File: config.mk
export PLATFORM = sky130hd
export DESIGN_NAME = cpu_core_p
export DESIGN_NICKNAME = d
export VERILOG_FILES = /design/src/rtl/cpu_core_p.sv
export SDC_FILE = /design/constraint.sdc
export NUM_CORES = 1
export LEC_CHECK = 0
export ABC_AREA = 0
export BUFFER_PORTS_ARGS = -buffer_cell sky130_fd_sc_hd__buf_4
export CAP_MARGIN = 20
export CORE_MARGIN = 2
export CORE_UTILIZATION = 50
export DETAILED_ROUTE_END_ITERATION = 6
export GPL_TIMING_DRIVEN = 1
export PLACE_DENSITY = 0.68
export SKIP_CTS_REPAIR_TIMING = 1
export SLEW_MARGIN = 20
export SYNTH_ARGS = -nofsm -noshare
export SYNTH_HDL_FRONTEND = slang
export SYNTH_SLANG_ARGS = --single-unit
export TNS_END_PERCENT = 30
File: constraint.sdc
create_clock -name clk -period 3.8 [get_ports clk]
set_input_delay 0.76 -clock clk [delete_from_list [all_inputs] [get_ports clk]]
set_output_delay 0.76 -clock clk [all_outputs]
set_load 0.05 [all_outputs]
File: src/rtl/cpu_core_p.sv
// cpu_core_p: parametrised multi-cycle CPU core.
// Sequences fetch / decode / operand-fetch / execute over a single
// request/ready memory port. Four general registers, Z and C flags,
// a sticky HALT state and a combinational register debug read port.
//
// Ports:
//   clk        core clock
//   rst        asynchronous active-low reset
//   run        start request, sampled only in IDLE
//   mem_req    memory access request
//   mem_we     1 = write, 0 = read (valid while mem_req = 1)
//   mem_addr   access address (AW bits)
//   mem_wdata  store data (DW bits)
//   mem_rdata  read data, valid when mem_ready = 1
//   mem_ready  access completes in any cycle with mem_req & mem_ready
//   halted     core is in HALT
//   pc_out     current program counter
//   zflag      zero flag
//   cflag      carry / borrow flag
//   dbg_sel    register index for the debug port
//   dbg_reg    R[dbg_sel], combinational
module cpu_core_p #(
    parameter int DW = 8,
    parameter int AW = 16,
    parameter int NREG = 4,
    parameter logic [AW-1:0] RESET_PC = '0
) (
    input  logic          clk,
    input  logic          rst,
    input  logic          run,
    output logic          mem_req,
    output logic          mem_we,
    output logic [AW-1:0] mem_addr,
    output logic [DW-1:0] mem_wdata,
    input  logic [DW-1:0] mem_rdata,
    input  logic          mem_ready,
    output logic          halted,
    output logic [AW-1:0] pc_out,
    output logic          zflag,
    output logic          cflag,
    input  logic [1:0]    dbg_sel,
    output logic [DW-1:0] dbg_reg
);

    // Memory words needed to hold one address operand.
    localparam int AWORDS = (AW + DW - 1) / DW;
    localparam int TW     = AWORDS * DW;
    localparam int WCW    = (AWORDS > 1) ? $clog2(AWORDS) : 1;

    typedef enum logic [2:0] {
        S_IDLE, S_FETCH, S_DECODE, S_OPER, S_EXEC, S_MEM, S_HALT
    } state_t;

    state_t           state;
    logic [AW-1:0]    pc;
    logic [DW-1:0]    regs [NREG];
    logic [7:0]       ir;
    logic [TW-1:0]    tr;
    logic [WCW-1:0]   wcnt;
    logic             zf;
    logic             cf;

    logic [3:0]       op;
    logic [1:0]       rd;
    logic [1:0]       rs;
    logic             has_oper;
    logic [WCW-1:0]   wlast;
    logic             jump_taken;
    logic [AW-1:0]    pc_inc;
    logic [DW:0]      alu_res;
    logic             alu_zero;

    assign op       = ir[7:4];
    assign rd       = ir[3:2];
    assign rs       = ir[1:0];
    assign has_oper = (op == 4'h1) || (op == 4'h2) || (op == 4'h3) ||
                      (op == 4'hC) || (op == 4'hD) || (op == 4'hE);
    // MVI carries one data word; every other operand is an address.
    assign wlast    = (op == 4'h3) ? '0 : WCW'(AWORDS - 1);
    assign jump_taken = (op == 4'hC) || (op == 4'hD && zf) || (op == 4'hE && !zf);
    assign pc_inc   = pc + AW'(1);

    // ALU result is DW+1 bits wide; bit DW is carry out (ADD/INC) or
    // borrow (SUB, set exactly when rd < rs).
    always_comb begin
        alu_res = '0;
        case (op)
            4'h5: alu_res = {1'b0, regs[rd]} + {1'b0, regs[rs]};
            4'h6: alu_res = {1'b0, regs[rd]} - {1'b0, regs[rs]};
            4'h7: alu_res = {1'b0, regs[rd] & regs[rs]};
            4'h8: alu_res = {1'b0, regs[rd] | regs[rs]};
            4'h9: alu_res = {1'b0, regs[rd] ^ regs[rs]};
            4'hA: alu_res = {1'b0, ~regs[rd]};
            4'hB: alu_res = {1'b0, regs[rd]} + (DW+1)'(1);
            default: alu_res = '0;
        endcase
    end
    assign alu_zero = (alu_res[DW-1:0] == '0);

    // Memory port outputs are registered and only change on a completed
    // access or a state change, so they stay stable across stalls.
    always_ff @(posedge clk or negedge rst) begin
        if (!rst) begin
            state     <= S_IDLE;
            pc        <= RESET_PC;
            for (int i = 0; i < NREG; i++) regs[i] <= '0;
            ir        <= '0;
            tr        <= '0;
            wcnt      <= '0;
            zf        <= 1'b0;
            cf        <= 1'b0;
            mem_req   <= 1'b0;
            mem_we    <= 1'b0;
            mem_addr  <= '0;
            mem_wdata <= '0;
            halted    <= 1'b0;
        end else begin
            case (state)
                S_IDLE: begin
                    if (run) begin
                        state    <= S_FETCH;
                        mem_req  <= 1'b1;
                        mem_we   <= 1'b0;
                        mem_addr <= pc;
                    end
                end
                S_FETCH: begin
                    if (mem_ready) begin
                        ir      <= mem_rdata[7:0];
                        pc      <= pc_inc;
                        mem_req <= 1'b0;
                        state   <= S_DECODE;
                    end
                end
                S_DECODE: begin
                    if (has_oper) begin
                        state    <= S_OPER;
                        mem_req  <= 1'b1;
                        mem_addr <= pc;
                        wcnt     <= '0;
                    end else begin
                        state <= S_EXEC;
                    end
                end
                S_OPER: begin
                    if (mem_ready) begin
                        // Operand words arrive little-endian.
                        tr[int'(wcnt)*DW +: DW] <= mem_rdata;
                        pc <= pc_inc;
                        if (wcnt == wlast) begin
                            mem_req <= 1'b0;
                            state   <= S_EXEC;
                        end else begin
                            wcnt     <= wcnt + 1'b1;
                            mem_addr <= pc_inc;
                        end
                    end
                end
                S_EXEC: begin
                    state    <= S_FETCH;
                    mem_req  <= 1'b1;
                    mem_we   <= 1'b0;
                    mem_addr <= pc;
                    case (op)
                        4'h1, 4'h2: begin
                            state     <= S_MEM;
                            mem_we    <= (op == 4'h2);
                            mem_addr  <= tr[AW-1:0];
                            mem_wdata <= regs[rd];
                        end
                        4'h3: regs[rd] <= tr[DW-1:0];
                        4'h4: regs[rd] <= regs[rs];
                        4'h5, 4'h6, 4'hB: begin
                            regs[rd] <= alu_res[DW-1:0];
                            zf       <= alu_zero;
                            cf       <= alu_res[DW];
                        end
                        4'h7, 4'h8, 4'h9, 4'hA: begin
                            regs[rd] <= alu_res[DW-1:0];
                            zf       <= alu_zero;
                            cf       <= 1'b0;
                        end
                        4'hC, 4'hD, 4'hE: begin
                            if (jump_taken) begin
                                pc       <= tr[AW-1:0];
                                mem_addr <= tr[AW-1:0];
                            end
                        end
                        4'hF: begin
                            state   <= S_HALT;
                            mem_req <= 1'b0;
                            halted  <= 1'b1;
                        end
                        default: ;
                    endcase
                end
                S_MEM: begin
                    if (mem_ready) begin
                        if (!mem_we) regs[rd] <= mem_rdata;
                        mem_we   <= 1'b0;
                        mem_addr <= pc;
                        state    <= S_FETCH;
                    end
                end
                S_HALT: ;
                default: state <= S_IDLE;
            endcase
        end
    end

    assign pc_out  = pc;
    assign zflag   = zf;
    assign cflag   = cf;
    assign dbg_reg = regs[dbg_sel];

endmodule

## After elaboration in Yosys (flattened, before gate mapping)

Index checks and enable logic that the tools add are counted.

- Add/subtract/negate cells: 6
- $lt $le $gt $ge: 4
- Eq/ne operators: 33
- Shift operators: 2
- Muxes and demuxes: 56
- Bitwise gates (word level): 8
- Reductions and logical operators: 39

Operator list:

| kind | count |
|---|---|
| 32-bit bitwise mux | 4 |
| 16-bit 2-to-1 mux | 8 |
| 32-bit case mux with 3 select lines | 1 |
| 16-bit case mux with 5 select lines | 1 |
| 32-bit 2-to-1 mux | 2 |
| 16-bit case mux with 2 select lines | 2 |
| 32-bit case mux with 2 select lines | 1 |
| 9-bit case mux with 7 select lines | 1 |
| 8-bit 2-to-1 mux | 7 |
| 8-bit binary-select mux with 2-bit select | 3 |
| 4-bit negation with 33-bit output | 1 |
| 8-bit by 33-bit variable shift with 16-bit output, first input constant | 1 |
| 8-bit by 33-bit variable part select with 16-bit output | 1 |
| 4-bit == test, second input constant | 8 |
| 3-bit case mux with 7 select lines | 1 |
| 3-bit 2-to-1 mux | 6 |
| 2-bit inequality test, second input constant | 9 |
| 6-bit AND reduction | 3 |
| 16-bit by 1-bit adder with 16-bit output, second input constant | 1 |
| 16-bit bitwise mux | 1 |
| 8-bit demux with 2-bit select | 1 |
| 4-bit by 3-bit == test with 1-bit output, second input constant | 4 |
| 1-bit 2-to-1 mux | 12 |
| 2-bit AND reduction | 6 |
| 38 further kinds | 63 |

- Register bits after elaboration: 105
- Output and inout bits: 53
- Word-level logic and storage cells: 164

## Depth between registers and ports, before layout

- Word-level depth: 9
- Depth in mapped cells: 16

## Worst setup path after synthesis

No wires, ideal clock.

- Path kind: reg2reg
- Start: register ir[0]
- End: register zf, in the netlist zflag
- Arrival: 3.531 ns
- Slack: 0.148 ns
- Cell stages (with the launch flop): 15
- Clock period less this slack: 3.652 ns
- Path through: dfrtp_1 > buf_6 > mux4_1 > inv_1 > ha_1 > o31ai_1 > nand2_1 > o21a_1 > ha_1 > a211oi_1 > o21bai_1 > a2111o_1 > o211ai_1 > and4b_1 > a22o_1

- Cells in the longest elaborated chain, start to end: 7
- Elaborated cells between the ends (all ways): 11
- Those cells by class: add/sub (2); mux (4); bitwise (4); reduce/logical (1)

Ends and longest elaborated chain:

| item | RTL line | source |
|---|---|---|
| start: declaration | 57 | `logic [7:0] ir;` |
| start signal: assignment | 129 | `ir <= mem_rdata[7:0];` |
| 2-bit inverter with 3-bit output (not written as such) * | - |  |
| 8-bit binary-select mux with 2-bit select * | - |  |
| 8-bit 2-to-1 mux (not written as such) * (2 in series) | - |  |
| 8-bit by 8-bit subtractor with 9-bit output (tied with other cells) | 89 | `4'h6: alu_res = {1'b0, regs[rd]} - {1'b0, regs[rs]};` |
| 9-bit case mux with 7 select lines * | 87 | `case (op)` |
| 8-bit zero test * | 98 | `assign alu_zero = (alu_res[DW-1:0] == '0);` |
| end signal: assignment | 175 | `zf <= alu_zero;` |
| end signal: assignment | 180 | `zf <= alu_zero;` |
| end: declaration | 60 | `logic zf;` |

Mark *: on every way between the ends. The rest lies on a longest branch, timed or not. The select of a mux whose other input is x is not followed.
A chain may end at the register's enable or synchronous reset.

## Worst setup path in the final report

Same ends and word-level chain as after synthesis.

==> flow_metrics.env <==
export IMPL_grtUsageTotal=0.3002
export IMPL_numPortBuffers=66
export IMPL_cts_tree="done"
export IMPL_ys_seq_elements=105
export IMPL_yosys_area_share_simple=0.1878
export IMPL_syn_nets=942
export IMPL_start_util=0.5047
export IMPL_htree_levels=3
export IMPL_placementRows=46
export IMPL_final_cell_mix="108 x buf_4, 104 x dfrtp_1, 97 x nand2_1"
export IMPL_violations="DRC"
export IMPL_hold_viol_final=0
export IMPL_period_share=0.9483
export IMPL_maxSlewViolCount=0
export IMPL_fmax_mhz=277.5
export IMPL_grt_pass1_vias=6762
export IMPL_synth_top_family_by_area="compound AO/OA/AOI/OAI gates"
export IMPL_drive_above_1_share=0.2178
export IMPL_setup_viol=0
export IMPL_core_area_um2=15710
export IMPL_hpwl_mm=18.13
export IMPL_end_kind="register"
export IMPL_worst_path_max_delay_cell="mux4_2"
export IMPL_period_minus_slack_ps=3604
export IMPL_synth_edf_count=0
export IMPL_crit_path_max_incr_delay_ps=540
export IMPL_final_common_cell="buf_4"
export IMPL_ys_seq_area_frac=0.3313
export IMPL_gr_total_overflow=0
export IMPL_clk_path_buf_depth=2
export IMPL_num_io_pins=67
export IMPL_ys_flop_type="dfrtp_1"
export IMPL_rsz0062_at_grt="false"
export IMPL_vias=7668
export IMPL_status="finished, violations left"
export IMPL_wl_mm=25.14
export IMPL_globalplace_congestion=0.9774
export IMPL_synth_area_per_cell_um2=8.792
export IMPL_die_area_um2=16880
export IMPL_die_h_um=129.9
export IMPL_worstSkewPairLatency_ps=360
export IMPL_r2r_start="ir[0]"
export IMPL_path_clk_slew_ps=80
export IMPL_crit_type="reg -> reg"
export IMPL_cp_max_fo=5
export IMPL_synth_xor_area_frac=0.01767
export IMPL_slew_headroom=0.4322
export IMPL_wl_per_cell_um=21.47
export IMPL_hold_path_class="in -> async"
export IMPL_cp_arrival_ps=3860
export IMPL_fin_setup_tns_ps=0
export IMPL_synthCells=902
export IMPL_r2r_end="zflag"
export IMPL_ys_warn_count=0
export IMPL_antenna_found_initial=0
export IMPL_crit_chain="mux4_2, inv_1, ha_1, o31ai_2, nand2_1, o21a_1, ha_1, a211oi_2, o21bai_1, a2111o_1, o211ai_1, and4b_1, a22o_1"
export IMPL_cpMostUsedCell="ha_1"
export IMPL_n_fill_cell=1411
export IMPL_cts_buffers=9
export IMPL_finClkSkew_ps=5.611
export IMPL_synthAdderAreaFrac=0.04197
export IMPL_whs_ps=442.2
export IMPL_synth_area_um2=7930
export IMPL_final_nets=991
export IMPL_drc=2
export IMPL_async_flop_share=1.000
export IMPL_detail_route_antenna_nets=0
export IMPL_worst_pin_slew_ps=850.0
export IMPL_clock_sinks=105
export IMPL_synth_cell_type_count=74
export IMPL_grt_max_degree=55
export IMPL_synth_compound_area_share=0.2378
export IMPL_maxCapViolations=0
export IMPL_crit_buf_inv=1
export IMPL_cp_top_family="compound AO/OA/AOI/OAI gates"
export IMPL_critPathLaunchType="register"
export IMPL_reg2reg_depth=13
export IMPL_worstPathRequired_ps=4050
export IMPL_root_buffer="clkbuf_16"
export IMPL_avgViaCountPerCell=6.548
export IMPL_areaGrowthSynthToFinish_pct=14.44
export IMPL_muxShareOfSynthArea=0.1338
export IMPL_drtIter0Drc=1058
export IMPL_chipWidth_um=129.9
export IMPL_r2r_slack_ps=200
export IMPL_grt_first_pass_wirelength_mm=38.48
export IMPL_dr_pass1_iters=7
export IMPL_num_antenna_cells=0
logic make-up (layout without fill, tap and decap cells):
family / Yosys count / after routing
xor+xnor: 16 / 16
simple gates: 305 / 305
flops: 105 / 105
mux: 70 / 70
buf+inv: 100 / 153
compound gates: 280 / 280
fa+ha+maj: 26 / 26
cell type report:
class / instances / area [um2] / area share
clock buffer: 9 / 225.2 / 0.02482
clock inverter: 6 / 78.83 / 0.008686
inverter: 28 / 105.1 / 0.01158
multi-input combinational: 697 / 4928 / 0.5431
sequential: 105 / 2629 / 0.2897
tap: 216 / 270.3 / 0.02978
timing repair buffer: 110 / 838.3 / 0.09238
per-stage QoR:
stage / area (um2) / setup slack [ps] / utilization / cells
4_1_cts: 9051 / 102.8 / 0.5760 / 1170
2_1_floorplan: 7930 / 148.3 / - / 902
6_report: 9075 / 196.4 / 0.5776 / 1171
3_3_place_gp: 8747 / 132.3 / 0.5567 / 1155
5_1_grt: 9075 / 5.668 / 0.5776 / 1171
3_5_place_dp: 8747 / 113.2 / 0.5567 / 1155
registers in the layout (all words and copies together), names as in the netlist:
register	flops
zflag	1
regs	32
cflag	1
mem_we	1
mem_req	1
state	3
mem_wdata	8
tr	16
mem_addr	16
wcnt	1
ir	8
halted	1
pc_out	16
cell usage after synthesis, types with 12 or more instances:
library cell / n / area (um2)
a211oi_1: 13 / 97.59
a21oi_1: 55 / 275.3
clkbuf_1: 57 / 214.0
dfrtp_1: 105 / 2628
ha_1: 25 / 312.8
inv_1: 28 / 105.1
mux2_2: 33 / 371.6
mux2i_1: 13 / 130.1
mux4_2: 19 / 427.9
nand2_1: 97 / 364.1
nand2b_1: 16 / 100.1
nand3_1: 35 / 175.2
nor2_1: 75 / 281.5
nor3_1: 15 / 75.07
o21ai_0: 77 / 385.4
o22ai_1: 12 / 75.07
how the worst max path moves through the flow:
stage | from | to | slack [ps] | cells after the start
floorplan | ir[0] | zflag | 150 | 14
global placement | ir[0] | zflag | 130 | 13
detailed placement | ir[0] | zflag | 110 | 13
CTS | ir[0] | zflag | 100 | 13
global route | ir[0] | zflag | 6 | 13
finish | ir[0] | zflag | 200 | 13
worst reg2reg max path, stage by stage, from the launching register on:
cell	delay (ps)
dfrtp_2	420
mux4_2	550
inv_1	100
ha_1	240
o31ai_2	230
nand2_1	70
o21a_1	120
ha_1	290
a211oi_2	250
o21bai_1	120
a2111o_1	410
o211ai_1	260
and4b_1	260
a22o_1	180
routing by layer:
| metal | wire [um] | track usage | vias up |
|---|---|---|---|
| met5 | 0 | 0 | - |
| met4 | 699 | 0.1094 | 0 |
| met3 | 2319 | 0.04264 | 50 |
| met2 | 11170 | 0.4503 | 426 |
| met1 | 10950 | 0.4435 | 3710 |
| li1 | - | - | 3482 |
Power is not shown: default switching activity piles up to over one toggle a cycle in this logic, so the estimate is an artifact.
